### src/rtl/status_led_ctrl.sv
// rtl/status_led_ctrl.sv - button debounce, heartbeat, activity stretch and LED mode mux
// Optional PWM dimming of the lit LEDs: define STATUS_LED_PWM_EN.
module status_led_ctrl #(
  parameter int NUM_BTN        = 2,
  parameter int NUM_LED        = 1,
  parameter int DEB_CYC        = 1_000_000,
  parameter int HB_HALF        = 50_000_000,
  parameter int STRETCH_CYC    = 2_500_000,
  parameter bit BTN_ACTIVE_LOW = 1'b1,
  parameter bit LED_ACTIVE_LOW = 1'b1
) (
  input  logic               clk50,
  input  logic               rst_n,
  input  logic [NUM_BTN-1:0] btn_in,
  input  logic [NUM_LED-1:0] act_in,
  output logic [NUM_LED-1:0] led_out,
  output logic [NUM_BTN-1:0] btn_level,
  output logic [NUM_BTN-1:0] btn_press,
  output logic [1:0]         mode
`ifdef STATUS_LED_PWM_EN
  ,
  input  logic [7:0]         pwm_duty
`endif
);

  localparam int DEB_W = $clog2(DEB_CYC + 1);
  localparam int HB_W  = $clog2(HB_HALF + 1);
  localparam int ST_W  = $clog2(STRETCH_CYC);

  localparam logic [DEB_W-1:0]   DEB_LAST = DEB_W'(DEB_CYC - 1);
  localparam logic [HB_W-1:0]    HB_LAST  = HB_W'(HB_HALF - 1);
  localparam logic [ST_W-1:0]    ST_LOAD  = ST_W'(STRETCH_CYC - 1);
  localparam logic [NUM_BTN-1:0] BTN_IDLE = {NUM_BTN{BTN_ACTIVE_LOW}};
  localparam logic [NUM_LED-1:0] LED_OFF  = {NUM_LED{LED_ACTIVE_LOW}};

  logic [NUM_BTN-1:0] sync1;
  logic [NUM_BTN-1:0] sync2;
  logic [NUM_BTN-1:0] pressed;
  logic [NUM_BTN-1:0] level_prev;
  logic [HB_W-1:0]    hb_cnt;
  logic               hb;
  logic               hold;
  logic [NUM_LED-1:0] act;
  logic [NUM_LED-1:0] lit;

  // Synchronisers reset to the idle pin level so reset never looks like a press.
  always_ff @(posedge clk50 or negedge rst_n) begin
    if (!rst_n) begin
      sync1 <= BTN_IDLE;
      sync2 <= BTN_IDLE;
    end else begin
      sync1 <= btn_in;
      sync2 <= sync1;
    end
  end

  assign pressed = BTN_ACTIVE_LOW ? ~sync2 : sync2;

  for (genvar b = 0; b < NUM_BTN; b++) begin : g_btn
    logic [DEB_W-1:0] deb_cnt;
    logic             level;

    always_ff @(posedge clk50 or negedge rst_n) begin
      if (!rst_n) begin
        deb_cnt <= '0;
        level   <= 1'b0;
      end else if (pressed[b] == level) begin
        deb_cnt <= '0;
      end else if (deb_cnt == DEB_LAST) begin
        deb_cnt <= '0;
        level   <= ~level;
      end else begin
        deb_cnt <= deb_cnt + DEB_W'(1);
      end
    end

    assign btn_level[b] = level;
  end

  always_ff @(posedge clk50 or negedge rst_n) begin
    if (!rst_n) begin
      level_prev <= '0;
      btn_press  <= '0;
    end else begin
      level_prev <= btn_level;
      btn_press  <= btn_level & ~level_prev;
    end
  end

  assign hold = btn_level[1];

  // Hold is checked before the wrap so it wins on the wrap cycle.
  always_ff @(posedge clk50 or negedge rst_n) begin
    if (!rst_n) begin
      hb_cnt <= '0;
      hb     <= 1'b0;
    end else if (hold) begin
      hb_cnt <= '0;
      hb     <= 1'b0;
    end else if (hb_cnt == HB_LAST) begin
      hb_cnt <= '0;
      hb     <= ~hb;
    end else begin
      hb_cnt <= hb_cnt + HB_W'(1);
    end
  end

  for (genvar i = 0; i < NUM_LED; i++) begin : g_led
    logic [ST_W-1:0] st_cnt;

    always_ff @(posedge clk50 or negedge rst_n) begin
      if (!rst_n) begin
        st_cnt <= '0;
      end else if (act_in[i]) begin
        st_cnt <= ST_LOAD;
      end else if (st_cnt != '0) begin
        st_cnt <= st_cnt - ST_W'(1);
      end
    end

    assign act[i] = act_in[i] | (st_cnt != '0);
  end

  always_ff @(posedge clk50 or negedge rst_n) begin
    if (!rst_n) begin
      mode <= 2'd0;
    end else if (btn_press[0]) begin
      mode <= mode + 2'd1;
    end
  end

`ifdef STATUS_LED_PWM_EN
  logic [7:0] pwm_cnt;

  always_ff @(posedge clk50 or negedge rst_n) begin
    if (!rst_n) begin
      pwm_cnt <= 8'd0;
    end else begin
      pwm_cnt <= pwm_cnt + 8'd1;
    end
  end
`endif

  always_comb begin
    lit = '0;
    case (mode)
      2'd0:    lit = {NUM_LED{hb}};
      2'd1:    lit = act | {NUM_LED{hb}};
      2'd2:    lit = act;
      default: lit = '0;
    endcase
`ifdef STATUS_LED_PWM_EN
    if (!(pwm_cnt < pwm_duty)) begin
      lit = '0;
    end
`endif
  end

  always_ff @(posedge clk50 or negedge rst_n) begin
    if (!rst_n) begin
      led_out <= LED_OFF;
    end else begin
      led_out <= LED_ACTIVE_LOW ? ~lit : lit;
    end
  end

endmodule
### config.mk
export PLATFORM = sky130hd
export DESIGN_NAME = status_led_ctrl
export DESIGN_NICKNAME = d
export VERILOG_FILES = /design/src/rtl/status_led_ctrl.sv
export SDC_FILE = /design/constraint.sdc
export NUM_CORES = 1
export LEC_CHECK = 0
export BUFFER_PORTS_ARGS = -buffer_cell sky130_fd_sc_hd__buf_2
export CAP_MARGIN = 20
export CORE_MARGIN = 3
export CORE_UTILIZATION = 35
export CTS_CLUSTER_DIAMETER = 50
export DETAILED_ROUTE_END_ITERATION = 6
export PLACE_DENSITY = 0.55
export SETUP_SLACK_MARGIN = 0.5
export SLEW_MARGIN = 20
export SYNTH_ARGS = -nofsm -noshare
export SYNTH_HDL_FRONTEND = slang
export SYNTH_SLANG_ARGS = --single-unit
### constraint.sdc
create_clock -name clk50 -period 6.3 [get_ports clk50]
set_clock_uncertainty 0.15 [all_clocks]
set_input_delay 0.63 -clock clk50 [delete_from_list [all_inputs] [get_ports clk50]]
set_output_delay 0.63 -clock clk50 [all_outputs]
set_load 0.02 [all_outputs]
==> impl_metrics.py <==
metrics = {
    "run_status": {
        "status": "finished, final reports clean",
    },
    "logic_synthesis": {
        "syn_area_mm2": 0.00490,
        "synthesis.nets": 498,
        "yosys-top-cells-count": "97 x dfrtp_1, 90 x nor2_1, 45 x xor2_1",
        "synthArstFlopShare_pct": 100,
        "ys_warn_count": 0,
        "yosys.area.top_type_share_pct": 49.5,
        "synthTopCellsByArea": "dfrtp_1 50%, xor2_1 8.0%, nor2_1 6.9%, xnor2_1 5.0%, nand3_1 2.8%",
        "ys_seq_elements": 102,
        "synth_ff_type": "dfrtp_1",
        "seq_area_frac_synth_pct": 52.2,
        "synth_cell_types": 48,
        "synth_edf_count": 0,
        "syn_area_per_cell_um2": 10.1,
        "yosysTopAreaCell": "dfrtp_1",
        "synthMostInstantiatedCell": "dfrtp_1",
        "syn_inst": 485,
    },
    "die": {
        "ioPinCount": 12,
        "core_area_mm2": 0.0135,
        "rows": 42,
        "die_h_um": 124,
        "die_w_um": 124,
        "start_util_pct": 36.4,
        "dieArea_mm2": 0.0155,
    },
    "clocking": {
        "cts_tree": "done",
        "hold_buffers": 0,
        "root_buffer": "clkbuf_16",
        "cts_resized": 0,
        "htree_levels": 3,
        "clk_pin_slew_worst_paths_ns": 0.07,
        "clock_latency_ns": 0.36,
        "clk_path_buf_depth": 2,
        "post_cts.repair.setup_buffers": 0,
        "clkSinkCount": 102,
        "cts_buffers": 9,
    },
    "placement": {
        "dp_hpwl_um": 5930,
        "gp_congestion": 0.768,
        "place_ws_ns": 3.72,
        "io_buffers": 11,
    },
    "critical_path": {
        "endpoint_kind": "flop",
        "r2r_end": "g_led[0].st_cnt[21]",
        "reg2reg_depth": 5,
        "crit_arrival_ns": 2.66,
        "critical-path-max-stage-delay_ns": 0.65,
        "cp_data_required_time_ns": 6.38,
        "slowest_stage": "or4_1",
        "crit_chain": "or4_1 > or3_1 > o31ai_4 > nor4_1 > mux2i_1",
        "r2r-start": "g_led[0].st_cnt[10]",
        "start_kind": "flop",
        "crit_type": "reg -> reg",
        "ff2ff_setup_slack_ns": 3.72,
        "cp_max_fo": 8,
    },
    "sta": {
        "post-route-min-period_ns": 2.58,
        "slew_headroom_pct": 31.8,
        "max_freq_mhz": 387,
        "finalCritPeriodShare_pct": 41.0,
        "setup_tns_ns": 0,
        "setup_viol": 0,
        "worstMarginPinSlew_ns": 1.01,
        "fin_ws_ns": 3.72,
        "rsz0062_at_grt": "no",
        "finalHoldViolCount": 0,
        "drv_slew": 0,
    },
    "grt": {
        "grt_start_max_net_pins": 68,
        "grt_use_met3_pct": 3.43,
        "busiest_layer": "met2",
        "use_met2_pct": 18.9,
        "grt_first_pass_wirelength_um": 16000,
        "grtUsageMet1_pct": 17.0,
        "grt_antenna_before_repair": 0,
        "first_global_vias": 3326,
        "grt_util_all_layers_pct": 12.5,
        "grt_overflow": 0,
    },
    "routing": {
        "ant_nets": 0,
        "vias": 3413,
        "route.detailed.drc": 0,
        "dr.pass1.iters": 4,
        "post_drt_via_cell_ratio": 5.06,
        "routed_wl_um": 9030,
        "wl_per_cell_um": 13.4,
        "drtIter0Drc": 148,
    },
    "flow_run": {
        "max_cap_violations": 0,
    },
    "layout": {
        "drive_above_1_share_pct": 9.84,
        "area_delta_synth_final_pct": 11.1,
        "fill_cells": 1340,
        "antenna_cells": 0,
        "nNetsFinal": 506,
    },
    "pwr": {
        "cellLeakagePower_uw": 0.00222,
        "power_density_mw_per_mm2": 241,
        "peakVddDrop_mv": 0.164,
    },
    "hold_path": {
        "hold_class": "in -> async",
    },
}
-- final cells by class --
type | instances | area (µm²) | share of cell area, %
Clock buffer | 11 | 243 | 4.46
Clock inverter | 5 | 83.8 | 1.54
Inverter | 15 | 56.3 | 1.03
Multi-Input combinational cell | 353 | 2220 | 40.7
Sequential cell | 102 | 2560 | 47.0
Tap cell | 176 | 220 | 4.05
Timing Repair Buffer | 12 | 65.1 | 1.20
-- sequential cells by signal, summed over array words and instances (netlist names) --
register,count
btn_press,2
sync1,2
hb,1
g_btn.deb_cnt,40
sync2,2
g_led.st_cnt,22
level_prev,2
mode,2
g_btn.level,2
hb_cnt,26
led_out,1
-- power breakdown --
group / switching, µW / total, µW / internal, µW
Sequential: 5.12 / 667 / 662
Combinational: 23.9 / 31.2 / 7.29
Clock: 252 / 612 / 360
Total: 281 / 1310 / 1030
-- how the worst max path moves through the flow --
| stage | end | startpoint | cells after the start | slack (ns) |
|---|---|---|---|---|
| after CTS | g_led[0].st_cnt[21] | g_led[0].st_cnt[14] | 5 | 3.72 |
| after global placement | hb_cnt[25] | hb_cnt[6] | 5 | 3.74 |
| final | g_led[0].st_cnt[21] | g_led[0].st_cnt[10] | 5 | 3.72 |
| after detailed placement | g_led[0].st_cnt[21] | g_led[0].st_cnt[14] | 5 | 3.72 |
| after global routing | hb_cnt[14] | hb_cnt[7] | 5 | 3.59 |
| after floorplan | g_led[0].st_cnt[10] | g_led[0].st_cnt[0] | 8 | 3.94 |
-- metrics by stage --
stage,std cells,area [µm²],hold WS (ns),utilization (%),total power (µW)
6_report,674,5440,0.0789,40.5,1310
5_1_grt,674,5440,0.115,40.5,1360
3_5_place_dp,658,5120,0.199,38.0,712
4_1_cts,674,5440,0.0877,40.5,1330
2_1_floorplan,485,4900,0.184,-,693
3_3_place_gp,658,5110,0.196,38.0,711
-- routing by layer --
layer / part of all wire, % / up-vias / routed length, µm
met3: 2.6 / 13 / 239
met2: 46 / 28 / 4120
met5: 0 / - / 0
met1: 50 / 1685 / 4490
li1: - / 1687 / -
met4: 2.0 / 0 / 180
-- worst max-delay path, delay by kind of cell, from the launching register on --
family / cells / cell delay, ns
and+or+nand+nor: 3 / 1.33
DFF: 1 / 0.40
AOI/OAI and AO/OA: 1 / 0.45
muxes: 1 / 0.14
-- cells in the final DEF, fill, tap and decap left out, types with 3 or more instances in the layout --
master      n
nand4_1    20
and3_1      6
nand3_1    27
inv_1      14
nor4_1     15
xnor2_1    28
o21ai_0     5
o211ai_1    3
nor2_1     90
or3_2       3
nor3_1      7
a21oi_1     7
clkbuf_16   9
mux2i_1     5
or4_1       7
or3_1       4
or2_2       5
nand2_1    30
and4_1      4
o31ai_1     7
xor2_1     45
buf_2      10
dfrtp_1    97
dfstp_2     5
ha_1        8
-- cell families after synthesis --
| family | Yosys count | synth area share [%] |
|---|---|---|
| AOI/OAI and AO/OA | 28 | 4.14 |
| xor gates and xnor gates | 73 | 13.0 |
| adders and majority gates | 8 | 2.04 |
| buffers and inverters | 30 | 2.68 |
| DFF | 102 | 52.2 |
| muxes | 5 | 1.02 |
| and+or+nand+nor | 239 | 24.9 |
Power figures use the tool's default switching activity.
